File: src/rtl/counter_ctrl.sv
// counter_ctrl: run controller for a WIDTH-bit synchronous up-counter.
// It drives the counter's enable and active-low synchronous clear and watches
// q. It supports a programmable terminal count, one-shot and periodic modes,
// a repeat count, pause/stop, and done/wrap status pulses.
// Optional feature macro: CNT_CTRL_IRQ_EN adds irq_clr/irq. irq is a sticky
// interrupt that is set by done.
module counter_ctrl #(
    parameter int WIDTH = 4,
    parameter int REP_W = 8
) (
    input  logic             clk,
    input  logic             rst,
    input  logic             cfg_valid,
    output logic             cfg_ready,
    input  logic [WIDTH-1:0] cfg_limit,
    input  logic             cfg_periodic,
    input  logic [REP_W-1:0] cfg_reps,
    input  logic             start,
    input  logic             stop,
    input  logic             pause,
    input  logic [WIDTH-1:0] cnt_q,
    output logic             cnt_en,
    output logic             cnt_clr_n,
    output logic             busy,
    output logic             done,
    output logic             wrap,
`ifdef CNT_CTRL_IRQ_EN
    input  logic             irq_clr,
    output logic             irq,
`endif
    output logic [REP_W-1:0] rep_cnt
);

    typedef enum logic [1:0] {
        ST_IDLE,
        ST_CLEAR,
        ST_RUN,
        ST_DONE
    } state_t;

    state_t           r_state;
    logic [WIDTH-1:0] r_limit;
    logic             r_periodic;
    logic [REP_W-1:0] r_reps;
    logic [REP_W-1:0] r_rep_cnt;
    logic             r_done;
    logic             r_wrap;
    logic             r_busy;

    logic w_cfg_xfer;
    logic w_term;
    logic w_run_go;
    logic w_term_act;
    logic w_last_rep;

    // Decode the handshake, the terminal condition and the stop > pause > term priority.
    always_comb begin
        cfg_ready  = (r_state == ST_IDLE);
        w_cfg_xfer = cfg_valid && cfg_ready;
        w_term     = (cnt_q == r_limit);
        w_run_go   = (r_state == ST_RUN) && !stop && !pause;
        w_term_act = w_run_go && w_term;
        w_last_rep = (r_reps != '0) && ((r_rep_cnt + REP_W'(1)) == r_reps);
        // The counter is enabled only while running below the limit. The
        // counter is cleared during CLEAR and on every periodic wrap.
        cnt_en     = w_run_go && !w_term;
        cnt_clr_n  = !((r_state == ST_CLEAR) || (w_term_act && r_periodic));
    end

    // Latch the configuration on an accepted offer. The offer can only be
    // accepted in IDLE.
    // NOTE: sequential state uses non-blocking (<=) so every register samples
    // pre-edge values; blocking here would create order-dependent races.
    always_ff @(posedge clk or posedge rst) begin
        if (rst) begin
            r_limit    <= '1;
            r_periodic <= 1'b0;
            r_reps     <= '0;
        end else if (w_cfg_xfer) begin
            r_limit    <= cfg_limit;
            r_periodic <= cfg_periodic;
            r_reps     <= cfg_reps;
        end
    end

    // Run FSM with registered busy/done/wrap and the completed-period counter.
    always_ff @(posedge clk or posedge rst) begin
        if (rst) begin
            r_state   <= ST_IDLE;
            r_rep_cnt <= '0;
            r_done    <= 1'b0;
            r_wrap    <= 1'b0;
            r_busy    <= 1'b0;
        end else begin
            r_done <= 1'b0;
            r_wrap <= 1'b0;
            case (r_state)
                ST_IDLE: begin
                    if (start) begin
                        r_state <= ST_CLEAR;
                        r_busy  <= 1'b1;
                    end
                end
                ST_CLEAR: begin
                    r_rep_cnt <= '0;
                    r_state   <= ST_RUN;
                end
                ST_RUN: begin
                    if (stop) begin
                        r_state <= ST_IDLE;
                        r_busy  <= 1'b0;
                    end else if (w_term_act) begin
                        if (r_periodic) begin
                            r_rep_cnt <= r_rep_cnt + REP_W'(1);
                            r_wrap    <= 1'b1;
                            if (w_last_rep) begin
                                r_state <= ST_DONE;
                                r_done  <= 1'b1;
                            end
                        end else begin
                            r_state <= ST_DONE;
                            r_done  <= 1'b1;
                        end
                    end
                end
                ST_DONE: begin
                    r_state <= ST_IDLE;
                    r_busy  <= 1'b0;
                end
                default: begin
                    r_state <= ST_IDLE;
                    r_busy  <= 1'b0;
                end
            endcase
        end
    end

    assign busy    = r_busy;
    assign done    = r_done;
    assign wrap    = r_wrap;
    assign rep_cnt = r_rep_cnt;

`ifdef CNT_CTRL_IRQ_EN
    logic r_irq;

    // Sticky interrupt. It is set by the visible done pulse, and the set wins
    // over a coincident clear.
    always_ff @(posedge clk or posedge rst) begin
        if (rst) begin
            r_irq <= 1'b0;
        end else if (r_done) begin
            r_irq <= 1'b1;
        end else if (irq_clr) begin
            r_irq <= 1'b0;
        end
    end

    assign irq = r_irq;
`endif

endmodule
File: config.mk
export PLATFORM = sky130hd
export DESIGN_NAME = counter_ctrl
export DESIGN_NICKNAME = d
export VERILOG_FILES = /design/src/rtl/counter_ctrl.sv
export SDC_FILE = /design/constraint.sdc
export NUM_CORES = 1
export LEC_CHECK = 0
export CAP_MARGIN = 20
export CORE_AREA = 8 8 77 65
export CTS_CLUSTER_SIZE = 12
export DETAILED_ROUTE_END_ITERATION = 8
export DIE_AREA = 0 0 85 73
export GPL_ROUTABILITY_DRIVEN = 0
export PLACE_DENSITY_LB_ADDON = 0.2
export SLEW_MARGIN = 20
export SYNTH_ARGS = -nofsm -noshare
export SYNTH_HDL_FRONTEND = slang
export SYNTH_SLANG_ARGS = --single-unit
File: constraint.sdc
create_clock -name clk -period 2.1 [get_ports clk]
set_input_delay 0.315 -clock clk [delete_from_list [all_inputs] [get_ports clk]]
set_output_delay 0.315 -clock clk [all_outputs]
set_load 0.01 [all_outputs]
==> out/metrics.yaml <==
ys.flop_type: "dfrtp_1"
antenna_found_initial: 0
drive_gt1_share_pct: 27.1
hold_class: "in2async"
yosysMostFrequentCell: "dfrtp_1"
fillers: 325
cp.required_ns: 1.78
startpoint_type: "flip-flop"
cpLargestDelayFamily: "simple AND/OR/NAND/NOR gates"
r2r-start: "r_limit[2]"
ys_types: 44
setup_viol: 1
dieArea_mm2: 0.00621
crit_chain: "xor2_2 > nor4_4 > nand2_2 > or2_1 > a21o_1 > buf_2"
cap_violations: 0
worst_pin_slew_ns: 0.352
cts_tree: "done"
yosysTopAreaCellShare_pct: 38.2
finalMaxSlewViolations: 0
remaining_drc_errors: 0
core_mm2: 0.00373
gr-total-overflow: 0
ios: 37
status: "complete, but fails checks"
ir_worst_vdd_uv: 495
grt_pass1_wl_um: 6150
die_h_um: 73
synth_top_cell_by_area: "dfrtp_1"
syn_nets: 161
syn_area_mm2: 0.00144
ys_top_cells_by_area: "dfrtp_1 38%, mux2_2 10%, dfstp_2 7.3%"
dp_hpwl_um: 2780
leakage_nw: 0.834
ys_warn_count: 0
grt_max_degree: 27
finalWorstSetupSlack_ns: -0.0643
worst_hold_slack_ns: 0.401
totalWireLength_um: 3600
syn_area_per_cell_um2: 10.5
async_flop_share_pct: 100
finalHoldViolCount: 0
num-nets-final: 213
fin_crit_sh_pct: 103
clock-sinks: 26
clockBufferDepth: 2
critPathMaxStageDelay_ns: 0.56
rows: 20
synth-seq-cells: 26
worstPathMaxFanout: 2
crit_path_end_kind: "output port"
reg2reg_to: "rep_cnt[2]"
timing.fmax_ghz: 0.462
rrSetupSlack_ns: 0.16
setup-tns-final_ns: -0.0643
drt-pass1-iter-count: 4
synth_common_cells: "22 x dfrtp_1, 13 x mux2_2, 12 x o21ai_0, 8 x a21oi_1, 7 x xnor2_1"
critical_path_class: "reg2out"
slew_headroom_pct: 76.5
hold_buffers: 0
clockRootBuffer: "clkbuf_8"
reg2reg_depth: 9
finalCriticalPeriod_ns: 2.16
worstPathArrival_ns: 1.85
cts-buffers-inserted: 3
p_per_area_mw_per_mm2: 996
cts_max_level: 1
groute.usage.overall_pct: 12.1
port_buffers: 36
first_global_vias: 1346
die_x_um: 85
clk_latency_ns: 0.27
ant_nets: 0
drt-initial-drc-count: 74
initial_core_util_pct: 38.7
synthCells: 137
rsz0062_at_grt: "true"
fin_skew_ns: 0.00334
synth_edf_count: 0
yosysSeqAreaShare_pct: 45.5
path_buf_inv: 1
vias_per_cell: 5.34
vias: 1239
wire_per_inst_um: 15.5
n_antenna_cell: 0
slowest_stage: "dfstp_2"
violations: "setup timing"
syn_to_final_growth_pct: 41.5
clkTransAtPathRegs_ns: 0.09
[per-stage QoR]
step	area, um2	power, mW	setup slack (ns)	std cells	utilization, %
2_1_floorplan	1440	1.31	0.0937	137	-
3_3_place_gp	1950	1.57	-0.475	226	52.3
3_5_place_dp	1950	1.61	-0.481	226	52.3
4_1_cts	2030	2.04	-0.0963	232	54.6
5_1_grt	2040	2.16	-0.149	232	54.7
6_report	2040	2.03	-0.0643	232	54.7
[report_power, final]
part / total [mW] / internal [mW] / switching, mW / leakage, nW
clock: 0.417 / 0.255 / 0.162 / 0.0357
combinational: 0.771 / 0.438 / 0.332 / 0.475
sequential: 0.845 / 0.682 / 0.162 / 0.323
[tightest hold or removal path, stage by stage]
cell and delay (ns):
clkdlybuf4s50_1 0.39, inv_1 0.05, buf_4 0.32
[how the worst max path moves through the flow]
stage / startpoint / end / slack, ns / depth (start not counted)
floorplan: r_limit[1] / rep_cnt[0] / 0.09 / 7
global placement: cnt_q[1] / cnt_clr_n / -0.48 / 7
detailed placement: cnt_q[1] / cnt_clr_n / -0.48 / 7
CTS: r_limit[2] / cnt_clr_n / -0.1 / 6
global route: r_limit[2] / cnt_clr_n / -0.15 / 6
finish: r_limit[2] / cnt_clr_n / -0.06 / 6
[cell families after synthesis]
| kind of cell | after synthesis | synth area share (%) |
|---|---|---|
| AO/OA/AOI/OAI | 38 | 17.1 |
| XOR/XNOR | 13 | 7.90 |
| adder cells (fa/ha/maj) | 1 | 0.868 |
| buffers and inverters | 11 | 3.12 |
| flip-flops | 26 | 45.5 |
| multiplexers | 14 | 11.2 |
| AND/OR/NAND/NOR | 34 | 14.3 |
[state kept, by name (all words and copies together), names as in the netlist]
name	count
r_limit	4
r_reps	8
wrap	1
rep_cnt	8
r_periodic	1
r_state	2
done	1
busy	1
[layout by cell type, fill, tap and decap left out, types with 2 or more instances in the layout]
cell / count
a21oi_1: 8
a41oi_1: 2
buf_2: 2
buf_4: 19
clkbuf_8: 3
clkdlybuf4s50_1: 33
dfrtp_1: 22
dfstp_2: 4
inv_1: 3
mux2_2: 13
nand2_1: 6
nand2b_1: 4
nand3_1: 5
nor2_1: 5
o211ai_1: 2
o21ai_0: 12
o31ai_1: 4
xnor2_1: 7
xor2_1: 5
[area by class of cell]
cell class                 count  area [um2]  area share, %
multi-input combinational    100         754           37.0
sequential                    26         656           32.1
clock buffer                   3        41.3           2.02
clock inverter                 1        30.0           1.47
timing repair buffer          55         492           24.1
tap                           44        55.1           2.70
inverter                       3        11.3          0.552
[routing by layer]
metal | vias to the layer above | global-route usage (%) | wire length, um
li1 | 593 | - | -
met1 | 599 | 15.0 | 1690
met2 | 41 | 20.5 | 1670
met3 | 6 | 2.81 | 204
met4 | 0 | 2.95 | 32
met5 | - | 0 | 0
[timing repair]
item                                    4_1_cts  5_1_grt
endpoints found under the setup margin        3        3
pin swaps                                     5        0
buffers inserted                              2        0
resized for setup                            11        1
No activity file was read; power rests on OpenSTA's default activity.
